**src/rtl/fetch_queue_if.sv**
```systemverilog
// Fetch front end bus: instruction-memory request/response, decode-side
// valid/ready handshake and the execute-stage redirect.
interface fetch_queue_if;
  logic        imem_req_valid;
  logic        imem_req_ready;
  logic [31:0] imem_req_addr;
  logic        imem_rsp_valid;
  logic [31:0] imem_rsp_data;
  logic        instr_valid;
  logic        instr_ready;
  logic [31:0] instr_data;
  logic [31:0] instr_pc;
  logic        redirect_valid;
  logic [31:0] redirect_pc;

  // fetch_queue side
  modport master (
    output imem_req_valid, imem_req_addr,
    input  imem_req_ready, imem_rsp_valid, imem_rsp_data,
    output instr_valid, instr_data, instr_pc,
    input  instr_ready,
    input  redirect_valid, redirect_pc
  );

  // memory / decode / execute side
  modport slave (
    input  imem_req_valid, imem_req_addr,
    output imem_req_ready, imem_rsp_valid, imem_rsp_data,
    input  instr_valid, instr_data, instr_pc,
    output instr_ready,
    output redirect_valid, redirect_pc
  );
endinterface

```
**src/rtl/fetch_queue.sv**
```systemverilog
// Instruction fetch front end: in-order word requests to instruction memory,
// credit-limited so returned words always fit in a DEPTH-entry {pc, data}
// FIFO, presented to decode over valid/ready; redirect flushes and restarts.
module fetch_queue #(
  parameter int unsigned DEPTH    = 4,
  parameter logic [31:0] RESET_PC = 32'h0000_0000
) (
  input  logic          clk,
  input  logic          rst_n,
  fetch_queue_if.master bus
);

  localparam int unsigned AW = (DEPTH > 1) ? $clog2(DEPTH) : 1;
  localparam int unsigned CW = AW + 1;

  logic [31:0]   pc_mem   [DEPTH];
  logic [31:0]   data_mem [DEPTH];
  logic [AW-1:0] wr_ptr, rd_ptr;
  logic [CW-1:0] occ, outst, disc;
  logic [CW-1:0] outst_next;
  logic [CW:0]   credit_used;
  logic [31:0]   fetch_pc, rsp_pc;
  logic [31:0]   redirect_aligned;
  logic          accept, pop, push;

  assign redirect_aligned = bus.redirect_pc & 32'hFFFF_FFFC;
  assign credit_used      = {1'b0, occ} + {1'b0, outst};

  // Request issue depends only on registered counts, reset and redirect;
  // outstanding includes in-flight words still to be discarded.
  assign bus.imem_req_valid = rst_n && !bus.redirect_valid &&
                              (credit_used < (CW+1)'(DEPTH));
  assign bus.imem_req_addr  = fetch_pc;

  assign bus.instr_valid = (occ != '0);
  assign bus.instr_data  = data_mem[rd_ptr];
  assign bus.instr_pc    = pc_mem[rd_ptr];

  assign accept     = bus.imem_req_valid && bus.imem_req_ready;
  assign pop        = bus.instr_valid && bus.instr_ready;
  assign push       = bus.imem_rsp_valid && !bus.redirect_valid && (disc == '0);
  assign outst_next = outst + CW'(accept) - CW'(bus.imem_rsp_valid);

  // Control state: PCs, pointers and counters; redirect overrides everything
  // except the outstanding count, which must keep tracking in-flight words.
  always_ff @(posedge clk or negedge rst_n) begin
    if (!rst_n) begin
      fetch_pc <= RESET_PC;
      rsp_pc   <= RESET_PC;
      wr_ptr   <= '0;
      rd_ptr   <= '0;
      occ      <= '0;
      outst    <= '0;
      disc     <= '0;
    end else begin
      outst <= outst_next;
      if (bus.redirect_valid) begin
        fetch_pc <= redirect_aligned;
        rsp_pc   <= redirect_aligned;
        wr_ptr   <= '0;
        rd_ptr   <= '0;
        occ      <= '0;
        disc     <= outst_next;
      end else begin
        if (accept) fetch_pc <= fetch_pc + 32'd4;
        if (bus.imem_rsp_valid) begin
          if (disc != '0) begin
            disc <= disc - CW'(1);
          end else begin
            rsp_pc <= rsp_pc + 32'd4;
            wr_ptr <= wr_ptr + AW'(1);
          end
        end
        if (pop) rd_ptr <= rd_ptr + AW'(1);
        occ <= occ + CW'(push) - CW'(pop);
      end
    end
  end

  // FIFO storage; contents are qualified by occ so no reset is needed.
  always_ff @(posedge clk) begin
    if (push) begin
      pc_mem[wr_ptr]   <= rsp_pc;
      data_mem[wr_ptr] <= bus.imem_rsp_data;
    end
  end

endmodule

```
**src/flat_wrapper.sv**
```systemverilog
// flat-port wrapper written by rule: the top's interface ports become plain ports
module fetch_queue_flat 
#(
  parameter int unsigned DEPTH    = 4,
  parameter logic [31:0] RESET_PC = 32'h0000_0000
)
  (clk, rst_n, bus_imem_req_valid, bus_imem_req_addr, bus_imem_req_ready, bus_imem_rsp_valid, bus_imem_rsp_data, bus_instr_valid, bus_instr_data, bus_instr_pc, bus_instr_ready, bus_redirect_valid, bus_redirect_pc);
  fetch_queue_if bus_i ();
  input  logic clk;
  input  logic rst_n;
  output wire logic [$bits(bus_i.imem_req_valid)-1:0] bus_imem_req_valid;
  output wire logic [$bits(bus_i.imem_req_addr)-1:0] bus_imem_req_addr;
  input wire logic [$bits(bus_i.imem_req_ready)-1:0] bus_imem_req_ready;
  input wire logic [$bits(bus_i.imem_rsp_valid)-1:0] bus_imem_rsp_valid;
  input wire logic [$bits(bus_i.imem_rsp_data)-1:0] bus_imem_rsp_data;
  output wire logic [$bits(bus_i.instr_valid)-1:0] bus_instr_valid;
  output wire logic [$bits(bus_i.instr_data)-1:0] bus_instr_data;
  output wire logic [$bits(bus_i.instr_pc)-1:0] bus_instr_pc;
  input wire logic [$bits(bus_i.instr_ready)-1:0] bus_instr_ready;
  input wire logic [$bits(bus_i.redirect_valid)-1:0] bus_redirect_valid;
  input wire logic [$bits(bus_i.redirect_pc)-1:0] bus_redirect_pc;
  assign bus_imem_req_valid = bus_i.imem_req_valid;
  assign bus_imem_req_addr = bus_i.imem_req_addr;
  assign bus_i.imem_req_ready = bus_imem_req_ready;
  assign bus_i.imem_rsp_valid = bus_imem_rsp_valid;
  assign bus_i.imem_rsp_data = bus_imem_rsp_data;
  assign bus_instr_valid = bus_i.instr_valid;
  assign bus_instr_data = bus_i.instr_data;
  assign bus_instr_pc = bus_i.instr_pc;
  assign bus_i.instr_ready = bus_instr_ready;
  assign bus_i.redirect_valid = bus_redirect_valid;
  assign bus_i.redirect_pc = bus_redirect_pc;
  fetch_queue #(.DEPTH(DEPTH), .RESET_PC(RESET_PC)) u_core (.clk(clk), .rst_n(rst_n), .bus(bus_i));
endmodule
```
**config.mk**
```make
export PLATFORM = sky130hd
export DESIGN_NAME = fetch_queue_flat
export DESIGN_NICKNAME = d
export VERILOG_FILES = /design/src/rtl/fetch_queue_if.sv /design/src/rtl/fetch_queue.sv /design/src/flat_wrapper.sv
export SDC_FILE = /design/constraint.sdc
export NUM_CORES = 1
export LEC_CHECK = 0
export CAP_MARGIN = 30
export CORE_AREA = 4 4 212 152
export DETAILED_ROUTE_END_ITERATION = 10
export DIE_AREA = 0 0 216 156
export PLACE_DENSITY = 0.67
export SLEW_MARGIN = 20
export SYNTH_ARGS = -nofsm -noshare
export SYNTH_HDL_FRONTEND = slang
export SYNTH_SLANG_ARGS = --single-unit
```
**constraint.sdc**
```tcl
create_clock -name clk -period 4.55 [get_ports clk]
set_input_delay 0.91 -clock clk [delete_from_list [all_inputs] [get_ports clk]]
set_output_delay 0.91 -clock clk [all_outputs]
set_load 0.05 [all_outputs]
```
== Word level (Yosys, flattened, before mapping) ==
Memory sizes are Yosys's and may differ from the RTL's.
Cells that the tools add are included.
Operators by class
  add/sub/neg operators: 10
  shifts and indexed selects: 0
  equality and inequality tests: 1
  divide/modulo/power cells: 0
  $mul: 0
  order comparisons: 1
  multiplexer cells: 16
  reduce and logical (&&, ||, !) cells: 16
  bitwise logic cells: 0
Operators with widths (number)
  32-bit two-way mux: 5
  32-bit by 3-bit adder with 32-bit output (second input constant): 2
  3-bit two-way mux: 4
  2-bit two-way mux: 5
  2-bit nonzero test: 4
  3-bit by 1-bit adder with 3-bit output: 2
  1-bit logical AND: 6
  3-bit nonzero test: 2
  3-bit by 1-bit subtractor with 3-bit output: 2
  2-bit by 1-bit adder with 2-bit output (second input constant): 2
  3-bit by 3-bit adder with 4-bit output: 1
  4-bit by 3-bit < comparator with 1-bit output (second input constant): 1
  2-bit AND reduction: 2
  3-bit zero test: 1
  3-bit by 1-bit subtractor with 3-bit output (second input constant): 1
  1-bit two-way mux: 2
  2-bit != test (second input constant): 1
  1-bit zero test: 1
Word-level totals
  flip-flop bits (word level): 77
  bits in read-only memories: 0
  bits in latches: 0
  memories: 2
  memory bits (writable): 256
Memory list
  u_core.data_mem: depth 4, bits a word 32, rd ports 1, clocked after Yosys merged registers in 0, write ports 1, line fetch_queue.sv:17  | logic [31:0] data_mem [DEPTH];
  u_core.pc_mem: depth 4, bits a word 32, rd ports 1, clocked after Yosys merged registers in 0, write ports 1, line fetch_queue.sv:16  | logic [31:0] pc_mem [DEPTH];

== Depth between registers and ports, before layout ==
  depth in word-level cells: 7
  gate-level depth with buffers: 11
  gate-level depth less buffers: 10

== Worst setup path after synthesis ==
OpenSTA, ideal clock, no wires.
  path kind: input-to-reg
  start: input bus_redirect_valid
  end: memory u_core.data_mem[0][0], enable pin
  required time: 4.123 ns
  path slack: 1.110 ns
  buffers on the path: 3
  library setup time: 0.427 ns
  cell stages on the path: 5
  arrival time: 3.014 ns
  cell sequence: clkbuf_1 -> inv_1 -> buf_2 -> buf_2 -> and3_1
On the way
  word-level cells in the longest chain between the ends: 5
RTL lines
  start: declaration: line flat_wrapper.sv:20  | input wire logic [$bits(bus_i.redirect_valid)-1:0] bus_redirect_valid;
  1-bit zero test: line fetch_queue.sv:41  | assign push = bus.imem_rsp_valid && !bus.redirect_valid && (disc == '0);
  1-bit logical AND (2 in series): line fetch_queue.sv:41
  1-bit two-way mux: line fetch_queue.sv:82  | if (push) begin
  1-bit two-way mux (not written as such): line fetch_queue.sv:84  | data_mem[wr_ptr] <= bus.imem_rsp_data;
  end: declaration: line fetch_queue.sv:17
Every way passes these cells.

== Worst setup path after layout ==
  start: register u_core.rd_ptr[0]
  end: output bus_instr_data[11]
On the way
  word-level cells in the longest chain between the ends: 1
RTL lines
  start: declaration: line fetch_queue.sv:18  | logic [AW-1:0] wr_ptr, rd_ptr;
  start signal: assignment: line fetch_queue.sv:74  | if (pop) rd_ptr <= rd_ptr + AW'(1);
  memory read 4 x 32 bit
  end: declaration: line flat_wrapper.sv:17  | output wire logic [$bits(bus_i.instr_data)-1:0] bus_instr_data;
Every way passes these cells.

==> flow_summary.ini <==
[outcome]
status = finished clean

[layout]
syn2layout_area_growth_pct = 22.91
drive_gt1_share_pct = 14.19
diodes = 0
finalNetCount = 1091
instances_no_fill = 1441

[sta]
rsz0062_at_grt = false
period_needed_ns = 3.886
setup_viol = 0
fin_crit_sh_pct = 85.41
hold_viol_final = 0
tightest_slew_ns = 1.118
slew_viol_final = 0
relSlewSlack_pct = 24.77
fin_ws_ns = 0.6640
max_freq_mhz = 257.3
finClkSkew_ns = 0.01728
setup_tns_ns = 0

[power_and_ir_drop]
comb_power_share_pct = 30.0
power.internal_mw = 5.774
total_power_mw = 8.678
switching_power_mw = 2.904
leakage_nw = 5.508
sw_frac_of_total_pct = 33.46
p_seq_share_pct = 41.4
ir_worst_vdd_mv = 0.4339
pwr-share-clk_pct = 28.6
power.density_nw_per_um2 = 524.0

[drt]
vias_per_cell = 5.677
wl_um = 31190
first_pass_iters = 7
route.detailed.drc = 0
drtIter0Drc = 752
ant_nets = 0
post_drt_wl_per_cell_um = 21.64
dr_total_vias = 8180

[setup_path]
cp_top_family = buffers and inverters
r2r_end = u_core.disc[1]$_DFFE_PN0P_
critPathKind = reg -> out
cp-start-kind = flip-flop
reg2reg_depth = 9
cp_num_buf_inv = 2
path_max_fanout = 20
worstSetupEndpointType = primary output
required_ns = 3.64
cp.arrival_ns = 2.98
crit_slowest_cell = clkdlybuf4s50_1
crit_chain = buf_4, mux4_2, clkdlybuf4s50_1
crit_path_max_incr_delay_ns = 0.73
reg2reg_from = u_core.occ[1]$_DFF_PN0_
rrSetupSlack_ns = 1.60

[global_routing]
grt_pass1_vias = 8032
grt_remaining_overflow = 0
grt_pass1_wl_um = 48290
antenna_found_initial = 0
grt_max_degree = 72
track_usage_pct = 18.31

[clock_tree]
clock_latency_ns = 0.56
cts_buffers = 31
cts_resized = 0
cts.clk_slew.worst_paths_ns = 0.07
htree_levels = 1
cts-root-buf = clkbuf_16
hold_buffers = 0
post_cts_buffers = 0
clk_path_buf_depth = 3
clock-sinks = 321
cts_tree = built

[run]
cap_violations = 0

[die]
ios = 168
rows = 53
core_area_um2 = 29910
die_x_um = 216
die_area_um2 = 33700
start_util_pct = 45.06
fp.dieH_um = 156

[synthesis]
synth-edff-count = 248
synth_xor_area_share_pct = 1.300
synth_compound_area_share_pct = 5.014
synth_top_family_by_area = multiplexers
ys.flop_type = edfxtp_1
postSynthAreaPerCell_um2 = 16.06
yosys_warnings = 0
synth.area.mux_share_pct = 11.15
yosysSeqAreaShare_pct = 68.82
synth_async_sr_flop_share_pct = 22.74
yosys.area_share.adder_pct = 1.597
synth_simple_gate_area_share_pct = 9.638
ys_types = 52
syn_area_um2 = 13480
syn_inst = 839
ys_ff_latch = 321

[placement]
dp_hpwl_um = 20050
gp_routability_congestion = 0.8947
port_buffers = 161
place_worst_setup_slack_ns = 1.171
dp_cells = 1383

[worst_hold_path]
hold_class = in -> async
## cells by family after synthesis
| kind of cell | count (synthesis) |
|---|---|
| muxes | 72 |
| and+or+nand+nor | 235 |
| adders and majority gates | 16 |
| buffers and inverters | 78 |
| DFF | 321 |
| AOI/OAI and AO/OA | 96 |
| xor gates and xnor gates | 20 |
| other | 1 |
## registers in the layout, summed over array words and instances, names as in the netlist
signal and flops:
u_core.bus.imem_req_addr 30, u_core.outst 3, u_core.occ 3, u_core.wr_ptr 2
u_core.data_mem 128, u_core.disc 3, u_core.pc_mem 120, u_core.rsp_pc 30
u_core.rd_ptr 2
## power groups by stage
stage                     clock [mW]  combinational [mW]  sequential, mW
after global routing            2.67                2.76            3.63
after floorplan                    0                1.76            3.64
after detailed placement           0                2.63            3.65
after CTS                       2.55                2.64            3.60
after global placement             0                2.62            3.65
final                           2.48                2.60            3.59
## cells in the mapped netlist (15+ instances only)
| cell | n | area (µm²) |
|---|---|---|
| clkbuf_1 | 25 | 93.84 |
| dfrtp_1 | 73 | 1827 |
| edfxtp_1 | 248 | 7447 |
| inv_1 | 29 | 108.9 |
| mux4_2 | 62 | 1396 |
| nand2_1 | 57 | 214.0 |
| nand3_1 | 25 | 125.1 |
| nand4_1 | 32 | 200.2 |
| nor2_1 | 26 | 97.59 |
| nor4_1 | 17 | 106.4 |
| o21ai_0 | 15 | 75.07 |
| or4_1 | 17 | 127.6 |
## per-layer routing
metal  up-vias  track usage [%]  routed length [µm]
met5         -                0                   0
met1      4151            27.55               14090
met4         0            4.691                 767
met2       288            26.84               14050
li1       3693                -                   -
met3        48            4.750                2279
## layout by cell type (no fill, tap or decap), types with 25 or more instances in the layout
cell type,count
clkbuf_16,31
clkdlybuf4s50_1,159
dfrtp_1,71
edfxtp_1,248
inv_1,29
mux4_2,62
nand2_1,57
nand3_1,25
nand4_1,32
nor2_1,26
## metrics by stage
step	utilization [%]	hold slack [ns]	area, µm²
after floorplan	-	0.4888	13490
after global placement	52.07	0.5541	15570
after detailed placement	52.09	0.5642	15580
after CTS	55.35	0.4016	16550
after global routing	55.38	0.4395	16560
final	55.38	0.4291	16560
## worst reg2reg max path: stages, from the launching register on
cell     delay (ns)
dfrtp_1        0.45
ha_1           0.21
nor3_1         0.33
nand4_1        0.19
inv_1          0.56
ha_1           0.27
inv_1          0.05
fa_1           0.47
inv_1          0.05
mux2_2         0.25
## worst max path at each step
stage,start,to,cells past startpoint,slack (ns)
finish,u_core.rd_ptr[0]$_DFFE_PN0P_,bus_instr_data[11],3,0.66
CTS,u_core.rd_ptr[0]$_DFFE_PN0P_,bus_instr_data[11],3,0.56
detailed placement,u_core.rd_ptr[0]$_DFFE_PN0P_,bus_instr_data[11],3,1.17
global placement,u_core.rd_ptr[0]$_DFFE_PN0P_,bus_instr_data[15],3,1.19
global route,u_core.rd_ptr[0]$_DFFE_PN0P_,bus_instr_data[15],3,0.48
floorplan,bus_redirect_valid,u_core.data_mem[0][0]$_DFFE_PP_,5,1.11
## layout make-up
cell class	count	area, µm²
Inverter	29	108.9
Sequential cell	321	9279
Multi-Input combinational cell	443	3895
Timing Repair Buffer	179	1789
Fill cell	2376	13350
Clock buffer	41	833.3
Tap cell	412	515.5
Clock inverter	16	141.4
(Power assumes the default switching activity.)
